<file path="src/rtl/imem_boot_loader.sv">
// imem_boot_loader
//
// Loads a length-prefixed program image from an 8-bit valid/ready byte
// stream into instruction memory, holding the core in reset until the image
// is complete, then releases it.
//
// Stream: N[7:0], N[15:8], then 4*N data bytes (each word LSB first),
// then one XOR checksum byte when BOOT_CHECKSUM_EN is defined.
//
// Optional feature macro: BOOT_CHECKSUM_EN (trailing XOR checksum byte).
//
// Handshake: a byte transfers on a rising edge where rx_valid && rx_ready.
// rx_ready is registered; a byte offered while rx_ready is low is ignored
// and the producer must keep offering it.
//
// Ports:
//   clk           clock, rising edge
//   global_reset  synchronous active-high reset
//   rx_data       stream byte
//   rx_valid      rx_data is valid
//   rx_ready      loader accepts a byte this cycle
//   imem_we       one-cycle instruction-memory write strobe
//   imem_addr     word address of the write (holds between strobes)
//   imem_wdata    assembled word {b3,b2,b1,b0} (holds between strobes)
//   core_reset    high while the core is held in reset
//   busy          load in progress
//   done          image loaded, core running
//   err           sticky load error
module imem_boot_loader #(
  parameter int ADDR_W = 8
) (
  input  logic              clk,
  input  logic              global_reset,
  input  logic [7:0]        rx_data,
  input  logic              rx_valid,
  output logic              rx_ready,
  output logic              imem_we,
  output logic [ADDR_W-1:0] imem_addr,
  output logic [31:0]       imem_wdata,
  output logic              core_reset,
  output logic              busy,
  output logic              done,
  output logic              err
);

  typedef enum logic [2:0] {
    S_HDR0 = 3'd0,
    S_HDR1 = 3'd1,
    S_DATA = 3'd2,
    S_CHK  = 3'd3,
    S_RUN  = 3'd4,
    S_ERR  = 3'd5
  } state_t;

  state_t            state_q;
  logic              rx_ready_q;
  logic              imem_we_q;
  logic [ADDR_W-1:0] imem_addr_q;
  logic [31:0]       imem_wdata_q;
  logic              core_reset_q;
  logic              busy_q;
  logic              done_q;
  logic              err_q;

  logic [15:0]       cnt_q;       // word count N from the header
  logic [ADDR_W-1:0] widx_q;      // index of the word being assembled
  logic [1:0]        lane_q;      // byte lane within the current word
  logic [23:0]       byte_buf_q;  // lanes 0..2 of the current word
`ifdef BOOT_CHECKSUM_EN
  logic [7:0]        xor_q;       // running XOR over data bytes
`endif

  logic        xfer;
  logic [15:0] hdr_n;
  logic        hdr_bad;
  logic        last_word;

  assign xfer  = rx_valid && rx_ready_q;
  assign hdr_n = {rx_data, cnt_q[7:0]};
  // N == 2^ADDR_W is legal, hence the 32-bit comparison
  assign hdr_bad   = (hdr_n == 16'd0) || (32'(hdr_n) > (32'd1 << ADDR_W));
  assign last_word = ((32'(widx_q) + 32'd1) == 32'(cnt_q));

  always_ff @(posedge clk) begin
    if (global_reset) begin
      state_q      <= S_HDR0;
      rx_ready_q   <= 1'b0;
      imem_we_q    <= 1'b0;
      imem_addr_q  <= '0;
      imem_wdata_q <= '0;
      core_reset_q <= 1'b1;
      busy_q       <= 1'b0;
      done_q       <= 1'b0;
      err_q        <= 1'b0;
      cnt_q        <= '0;
      widx_q       <= '0;
      lane_q       <= '0;
      byte_buf_q   <= '0;
`ifdef BOOT_CHECKSUM_EN
      xor_q        <= '0;
`endif
    end else begin
      imem_we_q <= 1'b0;
      // Release is derived from the registered state, giving the extra
      // cycle between the final write strobe and the core starting.
      done_q       <= (state_q == S_RUN);
      core_reset_q <= (state_q != S_RUN);
      if (state_q == S_RUN) busy_q <= 1'b0;

      case (state_q)
        S_HDR0: begin
          rx_ready_q <= 1'b1;
          if (xfer) begin
            cnt_q[7:0] <= rx_data;
            busy_q     <= 1'b1;
            state_q    <= S_HDR1;
          end
        end

        S_HDR1: begin
          if (xfer) begin
            cnt_q[15:8] <= rx_data;
            if (hdr_bad) begin
              state_q    <= S_ERR;
              err_q      <= 1'b1;
              busy_q     <= 1'b0;
              rx_ready_q <= 1'b0;
            end else begin
              state_q <= S_DATA;
            end
          end
        end

        S_DATA: begin
          if (xfer) begin
            lane_q <= lane_q + 2'd1;
`ifdef BOOT_CHECKSUM_EN
            xor_q  <= xor_q ^ rx_data;
`endif
            case (lane_q)
              2'd0: byte_buf_q[7:0]   <= rx_data;
              2'd1: byte_buf_q[15:8]  <= rx_data;
              2'd2: byte_buf_q[23:16] <= rx_data;
              default: begin
                imem_we_q    <= 1'b1;
                imem_addr_q  <= widx_q;
                imem_wdata_q <= {rx_data, byte_buf_q};
                widx_q       <= widx_q + ADDR_W'(1);
                if (last_word) begin
`ifdef BOOT_CHECKSUM_EN
                  state_q    <= S_CHK;
`else
                  state_q    <= S_RUN;
                  rx_ready_q <= 1'b0;
`endif
                end
              end
            endcase
          end
        end

`ifdef BOOT_CHECKSUM_EN
        S_CHK: begin
          if (xfer) begin
            rx_ready_q <= 1'b0;
            if (rx_data == xor_q) begin
              state_q <= S_RUN;
            end else begin
              state_q <= S_ERR;
              err_q   <= 1'b1;
              busy_q  <= 1'b0;
            end
          end
        end
`endif

        default: begin
          // RUN and ERR are terminal until reset
          rx_ready_q <= 1'b0;
        end
      endcase
    end
  end

  assign rx_ready   = rx_ready_q;
  assign imem_we    = imem_we_q;
  assign imem_addr  = imem_addr_q;
  assign imem_wdata = imem_wdata_q;
  assign core_reset = core_reset_q;
  assign busy       = busy_q;
  assign done       = done_q;
  assign err        = err_q;

endmodule

</file>
<file path="config.mk">
export PLATFORM = sky130hd
export DESIGN_NAME = imem_boot_loader
export DESIGN_NICKNAME = d
export VERILOG_FILES = /design/src/rtl/imem_boot_loader.sv
export SDC_FILE = /design/constraint.sdc
export NUM_CORES = 1
export LEC_CHECK = 0
export ABC_AREA = 1
export CORE_MARGIN = 2
export CORE_UTILIZATION = 55
export CTS_BUF_LIST = sky130_fd_sc_hd__clkbuf_4 sky130_fd_sc_hd__clkbuf_8 sky130_fd_sc_hd__clkbuf_16
export DETAILED_ROUTE_END_ITERATION = 12
export GPL_TIMING_DRIVEN = 0
export HOLD_SLACK_MARGIN = 0.03
export PLACE_DENSITY = 0.87
export SYNTH_ARGS = -nofsm -noshare
export SYNTH_HDL_FRONTEND = slang
export SYNTH_SLANG_ARGS = --single-unit
</file>
<file path="constraint.sdc">
create_clock -name clk -period 3.4 [get_ports clk]
set_input_delay 0.51 -clock clk [delete_from_list [all_inputs] [get_ports clk]]
set_output_delay 0.51 -clock clk [all_outputs]
set_load 0.02 [all_outputs]
</file>
; After elaboration in Yosys (flattened, before gate mapping)
; Index checks and enable logic that the tools add are counted.
[word_totals]
ff_bits = 99
word_cells = 73
input_bits = 11
[classes]
eq_ne = 13
order_cmp = 1
addsub = 3
bitwise = 3
muxes = 19
n_reduce_logical = 18
[op_table]
columns = cell, n
row1 = 2-to-1 mux 3 bit, 6
row2 = equality test 9 x 16 -> 1 bit, 1
row3 = "> comparator 16 x 9 -> 1 bit, second input constant", 1
row4 = logical NOT 16 bit, 1
row5 = AND reduction 3 bit, 5
row6 = "!= test 2 bit, second input constant", 6
row7 = 2-to-1 mux 1 bit, 10
row8 = "adder 8 x 1 -> 9 bit, second input constant", 1
row9 = case mux 3 bit (3 select lines), 1
row10 = "adder 8 x 1 -> 8 bit, second input constant", 1
row11 = AND reduction 2 bit, 3
row12 = AND reduction 6 bit, 1
row13 = OR reduction 3 bit, 2
row14 = AND reduction 5 bit, 1
row15 = "equality test 3 x 1 -> 1 bit, second input constant", 1
row16 = "equality test 3 x 2 -> 1 bit, second input constant", 1
row17 = "equality test 3 bit, second input constant", 1
row18 = logical NOT 3 bit, 1
row19 = "!= test 3 bit, second input constant", 1
row20 = NOT 1 bit, 3
row21 = case mux 1 bit (3 select lines), 1
row22 = nonzero test 3 bit, 1
row23 = "adder 2 x 1 -> 2 bit, second input constant", 1
row24 = "equality test 2 x 1 -> 1 bit, second input constant", 1
row25 = other kinds (5), 5

; Logic depth before layout (Yosys ltp)
; Gate-level depths: netlist of run 1.
[logic_depth]
ltp_word = 6
mapped_depth = 14

; Least setup slack after synthesis of run 1
; OpenSTA, ideal clock, no wires.
[synth_timing]
kind = reg2reg
start = register widx_q[1]
end = register state_q[0]
t_required_ns = 3.285
stages_incl_launch_ff = 13
t_arrival_ns = 1.461
n_path_buf = 0
slack_ns = 1.824
period_less_slack_ns = 1.576
cell_sequence = dfxtp_1 ha_1 nand3_2 nor2_2 nand2_2 o21ai_1 nand2_1 nor2_1 nand3_1 nand2_2 nand3_1 nand2_1 nor2_1
[synth_between]
elab_chain_cells = 4
[synth_rtl]
columns = element, line_no
row1 = start: declaration, 66  ; logic [ADDR_W-1:0] widx_q;
row2 = start signal: assignment, 148  ; widx_q <= widx_q + ADDR_W'(1);
row3 = adder 8 x 1 -> 9 bit, 82  ; assign last_word = ((32'(widx_q) + 32'd1) == 32'(cnt_q));
row4 = equality test 9 x 16 -> 1 bit, 82
row5 = != test 2 bit (no line), -
row6 = AND reduction 6 bit (no line), -
row7 = end signal: assignment, 86  ; state_q <= S_HDR0;
row8 = end signal: assignment, 116  ; state_q <= S_HDR1;
row9 = end signal: assignment, 124  ; state_q <= S_ERR;
row10 = end: declaration, 55  ; state_t state_q;
; Every way passes these cells.
; A chain may end at the register's enable or synchronous reset.

; Worst setup path in the final report of run 1
[layout_timing]
start = register widx_q[1]
end = register state_q[1]
; Same word-level chain as after synthesis.

==> results.py, run 1 <==
metrics = {
    "run_status": {
        "status": "finished clean",
    },
    "sta": {
        "fmax_ghz": 0.498,
        "hold_viol_final": 0,
        "tns_ns": 0,
        "slew_headroom_pct": 68.6,
        "fin_ws_ns": 1.39,
        "fin_skew_ns": 0.00955,
        "max_slew.worst_pin.slew_ns": 0.470,
        "drv_slew": 0,
        "rsz0062_at_grt": "false",
        "fin_crit_ns": 2.01,
        "setup_viol": 0,
        "period_share_pct": 59.1,
    },
    "cts": {
        "ctsResizeCount": 0,
        "cts_tree": "yes",
        "cts_buffer_depth": 2,
        "clockRootBuffer": "clkbuf_8",
        "hold_buffers": 0,
        "path_clk_slew_ns": 0.10,
        "cts_buffers": 9,
        "cts_sinks": 99,
        "post_cts_buffers": 0,
        "clk_latency_ns": 0.36,
        "h-tree-depth": 3,
    },
    "grt": {
        "grt_max_degree": 19,
        "grt_pass1_wl_um": 15200,
        "antenna_found_initial": 0,
        "first_global_vias": 3303,
        "overflow": 0,
        "track_usage_pct": 25.3,
    },
    "job": {
        "max_cap_violations": 0,
    },
    "cells_and_area": {
        "area_delta_synth_final_pct": 22.9,
        "drive_above_1_share_pct": 7.63,
        "n_fill_cell": 554,
        "regArea_mm2": 0.00198,
        "multiInputGateArea_mm2": 0.00170,
        "fin_nets": 614,
        "diodes": 0,
    },
    "worst_hold_path": {
        "hold_start": "cnt_q[13]",
        "hold_path_class": "flop to flop",
    },
    "route": {
        "dr_total_vias": 3745,
        "wl_um": 9860,
        "drt_first_pass_iters": 5,
        "avgRoutedWirePerCell_um": 14.1,
        "via_per_inst": 5.36,
        "drtAntennaViolNets": 0,
        "post-route-drc-count": 0,
        "dr.first_iter.drc_count": 261,
    },
    "place": {
        "hpwl_um": 6960,
        "globalplace.congestion": 0.943,
        "portBuffers": 55,
        "dp_slack_ns": 1.07,
    },
    "critical_path": {
        "worstReg2RegStart": "widx_q[1]",
        "end_kind": "flop",
        "path_class": "flop to flop",
        "crit_start": "widx_q[1]",
        "crit_path_top_delay_cell": "dfxtp_1",
        "critPathArrivalTime_ns": 2.26,
        "cp.required_ns": 3.66,
        "critPathMaxFanout": 7,
        "startpoint_type": "flop",
        "critPathMaxStageDelay_ns": 0.43,
        "path_cells": "ha_1 -> nand3_2 -> nor2_2 -> nand2_2 -> o21ai_1 -> nand2_1 -> nor2_1 -> nand3_1 -> nand2_2 -> nand3_1 -> nand2_1 -> nor2_1",
    },
    "synth": {
        "synth_fp_nets": 548,
        "synth_area_leaders": "dfxtp_1 (50%), nor2_1 (13%), o21ai_0 (9.9%), nand2_1 (5.3%), a21oi_1 (5.1%)",
        "synthArstFlopShare_pct": 0,
        "synth_most_common_cell": "nor2_1",
        "ys_types": 25,
        "synth.largest_area_cell": "dfxtp_1",
        "ys_seq_area_share_pct": 50.2,
        "syn_area_mm2": 0.00395,
        "ys.flop_type": "dfxtp_1",
        "synth-seq-cells": 99,
        "synth_edf_count": 0,
        "syn_inst": 532,
        "synth_top_area_share_pct": 50.2,
        "ys_warn_count": 0,
        "synthTopCellsByCount": "nor2_1 (132), dfxtp_1 (99), o21ai_0 (78), nand2_1 (56), a21oi_1 (40)",
        "syn_area_per_cell_um2": 7.42,
    },
    "pwr": {
        "power_density_mw_per_mm2": 535,
        "vdd_drop_max_uv": 373,
        "leakagePower_nw": 2.02,
        "p_total_mw": 2.59,
    },
    "floorplan": {
        "io_pins": 57,
        "die_x_um": 88.7,
        "rows": 30,
        "core_area_mm2": 0.00687,
        "die_area_mm2": 0.00787,
        "die_h_um": 88.7,
        "start_util_pct": 57.5,
    },
}
[kinds of logic after synthesis]
group,synth area share [%]
AND/OR/NAND/NOR,24.5
AO/OA/AOI/OAI,17.0
flip-flops,50.2
buffers and inverters,6.69
adder cells (fa/ha/maj),1.58
[through the flow]
stage          util [%]  instance area, um2  std cells  hold slack, ns
6_report           70.6                4850        699           0.460
2_1_floorplan         -                3950        532           0.429
4_1_cts            70.6                4850        699           0.460
5_1_grt            70.6                4850        699           0.471
3_3_place_gp       67.2                4620        683           0.441
3_5_place_dp       67.2                4620        683           0.446
[sequential cells by signal (all words and copies together) (netlist names)]
register,count
rx_ready,1
state_q,3
widx_q,8
core_reset,1
done,1
err,1
cnt_q,16
busy,1
imem_we,1
imem_addr,8
imem_wdata,32
lane_q,2
byte_buf_q,24
[layout by cell type (no fill, tap or decap), types with 11 or more instances in the layout]
| cell type | synthesis | final |
|---|---|---|
| a21oi_1 | 40 | 40 |
| clkbuf_1 | 11 | 11 |
| clkdlybuf4s50_1 | 0 | 55 |
| dfxtp_1 | 99 | 99 |
| inv_1 | 38 | 38 |
| nand2_1 | 56 | 56 |
| nand3_1 | 21 | 21 |
| nor2_1 | 132 | 132 |
| o21ai_0 | 78 | 78 |
[where the power goes]
group | internal (mW) | switching, mW
Combinational | 0.155 | 0.305
Clock | 0.430 | 0.429
Sequential | 1.23 | 0.0480
[per-layer routing]
metal  share of wire (%)  global-route usage [%]  up-vias
li1                    -                       -     1854
met4                 1.7                    10.7        0
met2                  49                    43.6      164
met5                   0                       0        -
met3                 7.1                    3.45       14
met1                  43                    31.8     1713
[worst paths after layout]
kind | end | slack [ns] | cells after the start
hold / removal | cnt_q[13] | 0.46 | 2
setup / recovery | state_q[1] | 1.39 | 12
setup reg to reg | state_q[1] | 1.39 | 12
hold reg to reg | cnt_q[13] | 0.46 | 2
[final cells by class]
type                       count  area share, %
buffer                        21           1.88
sequential                    99           40.9
multi-input combinational    366           35.1
timing repair buffer          55           11.3
clock inverter                 7           2.24
inverter                      46           3.56
clock buffer                   9           2.55
tap                           96           2.48
[worst max-delay path, delay by kind of cell (launching register included)]
family	cells	cell delay, ns
simple gates	10	1.06
flops	1	0.43
fa+ha+maj	1	0.27
compound gates	1	0.13
Note: power is estimated with default switching activity, not from simulation.
==> run 2: changes to the inputs <==
CORE_UTILIZATION = 48   (was 55)
PLACE_DENSITY = 0.81   (was 0.87)
clock period = 1.7 ns   (was 3.4 ns; I/O delays follow)
==> run 2 against run 1 <==
  * The run now ends with setup timing left
  * Sequential power grew 99%
  * Non-clock buffer count grew 6
  * Die area is 14% higher
  * First-iteration DRC count decreased by 23%
  * Power rose by 95%
  * Critical endpoint is now state_q[0]
==> results.py, run 2 (synthesized netlist as in run 1, its figures left out) <==
metrics = {
    "place": {
        "portBuffers": 55,
        "dpl_cell_area_mm2": 0.00463,
        "globalplace.congestion": 0.934,
        "hpwl_um": 6960,
    },
    "worst_hold_path": {
        "hold_path_class": "primary input to flop",
        "hold_start": "global_reset",
        "min_to": "imem_we",
        "hold_path_depth": 2,
    },
    "cts": {
        "cts_buffers": 9,
        "cts_tree": "yes",
        "hold_buffers": 0,
        "h-tree-depth": 3,
        "clockRootBuffer": "clkbuf_8",
        "cts_buffer_depth": 2,
        "cts_sinks": 99,
        "clk_latency_ns": 0.36,
        "path_clk_slew_ns": 0.10,
    },
    "grt": {
        "overflow": 0,
        "first_global_vias": 3500,
        "antenna_found_initial": 0,
        "grt_max_degree": 18,
        "grt_pass1_wl_um": 15700,
        "track_usage_pct": 22.6,
    },
    "job": {
        "max_cap_violations": 0,
    },
    "cells_and_area": {
        "final_cell_mix": "nor2_1 (129), dfxtp_1 (95), o21ai_0 (78)",
        "fin_nets": 621,
        "n_fill_cell": 757,
        "largest_reg_flops": 32,
        "area_delta_synth_final_pct": 26.5,
        "stdcell_area_mm2": 0.00499,
        "layout_commonest_cell": "nor2_1",
        "diodes": 0,
        "multiInputGateArea_mm2": 0.00178,
        "regArea_mm2": 0.00199,
        "drive_above_1_share_pct": 12.2,
    },
    "floorplan": {
        "start_util_pct": 48.8,
        "die_h_um": 94.7,
        "core_area_mm2": 0.00809,
        "die_area_mm2": 0.00897,
        "die_x_um": 94.7,
        "io_pins": 57,
        "rows": 33,
    },
    "route": {
        "dr_wl_met3_um": 542,
        "drt_first_pass_iters": 5,
        "avgRoutedWirePerCell_um": 13.9,
        "dr.max_layer_used": "met4",
        "wl_um": 9920,
        "m1WireLength_um": 4360,
        "dr_total_vias": 3686,
        "via_per_inst": 5.16,
        "met2_length_um": 4850,
        "dr.first_iter.drc_count": 202,
        "post-route-drc-count": 0,
        "drtAntennaViolNets": 0,
    },
    "sta": {
        "setup_viol": 4,
        "fin_crit_ns": 1.75,
        "hold_viol_final": 0,
        "fin_skew_ns": 0.00813,
        "max_slew.worst_pin.slew_ns": 0.493,
        "slew_headroom_pct": 67.2,
        "fmax_ghz": 0.571,
        "rsz0062_at_grt": "true",
        "drv_slew": 0,
        "period_share_pct": 103,
        "fin_ws_ns": -0.0522,
        "holdWs_ns": 0.227,
    },
    "critical_path": {
        "rr_worst_depth": 14,
        "cp.required_ns": 1.96,
        "reg2reg_to": "state_q[0]",
        "path_class": "flop to flop",
        "crit_path_top_delay_cell": "dfxtp_4",
        "critPathMaxFanout": 7,
        "end_kind": "flop",
        "critPathMaxStageDelay_ns": 0.37,
        "critPathArrivalTime_ns": 2.01,
        "startpoint_type": "flop",
        "worstReg2RegStart": "widx_q[0]",
        "path_cells": "ha_4 -> inv_2 -> nand2_2 -> nand2_1 -> nor2_1 -> nand2_1 -> nor2_2 -> nand3_1 -> nor2_1 -> nand3_2 -> nand2_4 -> nand3_2 -> nand2_2 -> nor2_2",
        "r2r_setup_slack_ns": -0.05,
    },
    "pwr": {
        "leakagePower_nw": 2.04,
        "switching_power_mw": 1.57,
        "vdd_drop_max_uv": 642,
        "clock_power_share_pct": 30.2,
        "swShare_pct": 31.0,
        "p_total_mw": 5.06,
        "comb_power_share_pct": 19.5,
        "power_density_mw_per_mm2": 1010,
        "power_frac_seq_pct": 50.3,
        "p_int_mw": 3.49,
    },
    "run_status": {
        "status": "finished with violations",
        "violations": "setup timing",
    },
}
[run 2: changes by cell type in the layout (fill, tap and decap cells not counted), moves of 4 or more]
cell / delta
buf_2: -6
buf_4: +8
clkbuf_4: +4
clkinvlp_4: +5
dfxtp_1: -4
nand2_1: -4
nand3_1: -4
nand3_2: +4
[run 2: stage by stage]
stage | TNS, ns | setup slack (ns) | utilization [%] | cells
6_report | -0.142 | -0.0522 | 61.7 | 714
5_1_grt | -1.74 | -0.193 | 61.7 | 714
4_1_cts | -0.199 | -0.0635 | 60.3 | 711
3_5_place_dp | -8.18 | -0.322 | 57.2 | 692
3_3_place_gp | -7.92 | -0.290 | 57.2 | 692
2_1_floorplan | 0 | 0.124 | - | 532
[run 2: how the worst max path moves through the flow]
stage	cells past startpoint	endpoint	from
global route	14	state_q[0]	widx_q[0]
finish	14	state_q[0]	widx_q[0]
global placement	11	state_q[0]	rx_data[1]
detailed placement	11	state_q[0]	rx_data[1]
floorplan	12	state_q[0]	widx_q[1]
CTS	14	state_q[0]	widx_q[0]
[run 2: repair_timing]
item,4_1_cts,5_1_grt
gates cloned,0,1
endpoints found under the setup margin,9,53
gates resized for setup,9,27
setup buffers,4,3
pin swaps,6,11
[run 2: cell type report]
cell class              instances  share of cell area, %
flip-flops and latches         99                   39.8
multi-input cells             367                   35.7
repair buffers                 62                   12.1
inverters                      46                   3.73
well taps                     105                   2.63
clock buffers                   9                   2.48
plain buffers                  20                   2.00
clock inverters                 6                   1.48
[run 2: power by group through the flow]
stage / Sequential [mW] / Combinational [mW] / Clock (mW)
floorplan: 2.61 / 0.609 / 0
global placement: 2.59 / 0.857 / 0
detailed placement: 2.60 / 0.880 / 0
CTS: 2.54 / 0.899 / 1.55
global route: 2.56 / 1.11 / 1.62
finish: 2.55 / 0.989 / 1.53
[run 2: critical path, delay by kind of cell (launching register included)]
family                     cells  cell delay (ns)
adders and majority gates      1             0.26
DFF                            1             0.37
buffers and inverters          1             0.04
and+or+nand+nor               12             0.98
[run 2: layer usage]
layer	GRT usage [%]	up-vias
li1	-	1869
met1	27.0	1689
met2	39.7	113
met4	9.90	0
met3	3.67	15
met5	0	-
==> run 3: changes to the inputs <==
CORE_UTILIZATION = 30   (was 48)
PLACE_DENSITY = 0.57   (was 0.81)
==> run 3 against run 2 <==
  * The flow still finishes with violations (setup timing)
  * Non-clock buffer count up 16
  * Sequential power about the same
  * Maximum frequency shrank 1.7%
  * Clock power rose by 48%
  * Combinational power is essentially flat
  * Wire length grew 9.8%
  * Worst hold slack better by 0.023 ns
  * Critical path depth stayed put
  * Clock-buffer cell count unchanged
  * Worst setup slack got worse by 0.030 ns
  * Largest cell class unchanged
==> results.py, run 3 (synthesized netlist as in run 1, its figures left out) <==
metrics = {
    "sta": {
        "hold_viol_final": 0,
        "tns_ns": -0.228,
        "holdWs_ns": 0.249,
        "fmax_ghz": 0.561,
        "period_share_pct": 105,
        "fin_skew_ns": 0.00582,
        "slew_headroom_pct": 54.8,
        "fin_ws_ns": -0.0817,
        "rsz0062_at_grt": "true",
        "setup_viol": 4,
        "max_slew.worst_pin.slew_ns": 0.678,
        "fin_crit_ns": 1.78,
        "drv_slew": 0,
    },
    "floorplan": {
        "io_pins": 57,
        "start_util_pct": 31.0,
        "core_area_mm2": 0.0127,
        "die_area_mm2": 0.0141,
        "die_h_um": 119,
        "rows": 41,
        "die_x_um": 119,
    },
    "pwr": {
        "vdd_drop_max_uv": 544,
        "power_density_mw_per_mm2": 1030,
        "leakagePower_nw": 2.24,
        "p_total_mw": 5.82,
    },
    "critical_path": {
        "rr_worst_depth": 14,
        "critPathMaxStageDelay_ns": 0.36,
        "path_class": "flop to flop",
        "r2r_setup_slack_ns": -0.08,
        "reg2reg_to": "state_q[0]",
        "worstReg2RegStart": "widx_q[0]",
        "path_buf_inv": 1,
        "cp.required_ns": 1.94,
        "path_cells": "ha_4 -> inv_2 -> nand2_1 -> nand2_1 -> nor2_1 -> nand2_1 -> nor2_1 -> nand3_1 -> nor2_1 -> nand3_2 -> nand2_4 -> nand3_2 -> nand2_2 -> nor2_2",
        "startpoint_type": "flop",
        "crit_start": "widx_q[0]",
        "critPathMaxFanout": 7,
        "crit_path_top_delay_cell": "dfxtp_4",
        "cpLargestDelayFamily": "simple AND/OR/NAND/NOR gates",
        "end_kind": "flop",
        "critPathArrivalTime_ns": 2.03,
    },
    "cells_and_area": {
        "diodes": 0,
        "fin_nets": 636,
        "layout_commonest_cell": "nor2_1",
        "drive_above_1_share_pct": 22.1,
        "final_cell_mix": "nor2_1 (115), dfxtp_1 (96), nand2_1 (52)",
        "final-instance-count-excl-fill": 797,
        "area_delta_synth_final_pct": 43.3,
        "largest_reg_flops": 32,
    },
    "cts": {
        "cts_buffers": 9,
        "cts_tree": "yes",
        "clk_latency_ns": 0.35,
        "cts_buffer_depth": 2,
        "clockRootBuffer": "clkbuf_16",
        "hold_buffers": 0,
        "path_clk_slew_ns": 0.07,
        "cts_sinks": 99,
        "h-tree-depth": 3,
    },
    "place": {
        "hpwl_um": 7580,
        "globalplace.congestion": 0.893,
        "place_inst": 759,
        "portBuffers": 55,
    },
    "route": {
        "dr_total_vias": 3719,
        "via_per_inst": 4.67,
        "drtAntennaViolNets": 0,
        "wl_um": 10900,
        "drt_first_pass_iters": 4,
        "dr.first_iter.drc_count": 233,
        "post-route-drc-count": 0,
        "avgRoutedWirePerCell_um": 13.7,
    },
    "grt": {
        "grt_pass1_wl_um": 17200,
        "first_global_vias": 3513,
        "antenna_found_initial": 0,
        "grt_max_degree": 19,
        "overflow": 0,
        "track_usage_pct": 15.4,
    },
    "worst_hold_path": {
        "hold_path_class": "primary input to flop",
        "min_to": "imem_addr[0]",
        "hold_path_depth": 2,
        "hold_start": "global_reset",
    },
    "run_status": {
        "status": "finished with violations",
        "violations": "setup timing",
    },
    "job": {
        "max_cap_violations": 0,
    },
}
-- run 3: cell count changes in the layout (fill, tap and decap cells not counted), moves of 9 or more --
cell / change
nor2_2: +14
nor2_1: -14
clkbuf_16: +12
clkbuf_8: -9
o21ai_2: +33
buf_6: +9
o21ai_0: -27
-- run 3: how the worst max path moves through the flow --
stage	depth (start not counted)	to	slack, ns
2_1_floorplan	12	state_q[0]	0.12
3_3_place_gp	11	state_q[0]	-0.35
3_5_place_dp	11	state_q[0]	-0.38
4_1_cts	14	state_q[0]	-0.11
5_1_grt	14	state_q[0]	-0.21
6_report	14	state_q[0]	-0.08
-- run 3: timing repair --
action,4_1_cts,5_1_grt
pin swaps,6,38
gates resized for setup,10,145
gates cloned,0,5
buffers inserted,6,11
endpoints found under the setup margin,15,61
-- run 3: power breakdown --
group | switching [mW] | internal [mW]
sequential | 0.0870 | 2.45
clock | 0.946 | 1.32
combinational | 0.655 | 0.366
-- run 3: area by class of cell --
cell class	count	area (um2)
Timing Repair Buffer	77	817
Multi-Input combinational cell	366	1940
Clock inverter	7	106
Fill cell	1299	7060
Clock buffer	9	225
Sequential cell	99	1990
Buffer	21	174
Inverter	46	190
Tap cell	172	215
-- run 3: layer usage --
metal	share of wire, %	up-vias	GRT usage [%]
met5	0	-	0
met4	2.1	0	6.25
met3	5.7	15	3.57
met2	48	86	25.3
met1	44	1713	19.6
li1	-	1905	-
-- run 3: worst reg2reg max path, stage by stage, from the launching register on --
cell	delay, ns
dfxtp_4	0.36
ha_4	0.27
inv_2	0.03
nand2_1	0.04
nand2_1	0.04
nor2_1	0.10
nand2_1	0.07
nor2_1	0.11
nand3_1	0.08
nor2_1	0.13
nand3_2	0.12
nand2_4	0.12
nand3_2	0.08
nand2_2	0.08
nor2_2	0.04
-- run 3: stage by stage --
step	worst slack, ns	cell area, um2	utilization (%)
finish	-0.0817	5660	44.5
global route	-0.208	5660	44.5
CTS	-0.105	5120	40.3
detailed placement	-0.375	4710	37.0
global placement	-0.346	4710	37.0
floorplan	0.124	3950	-
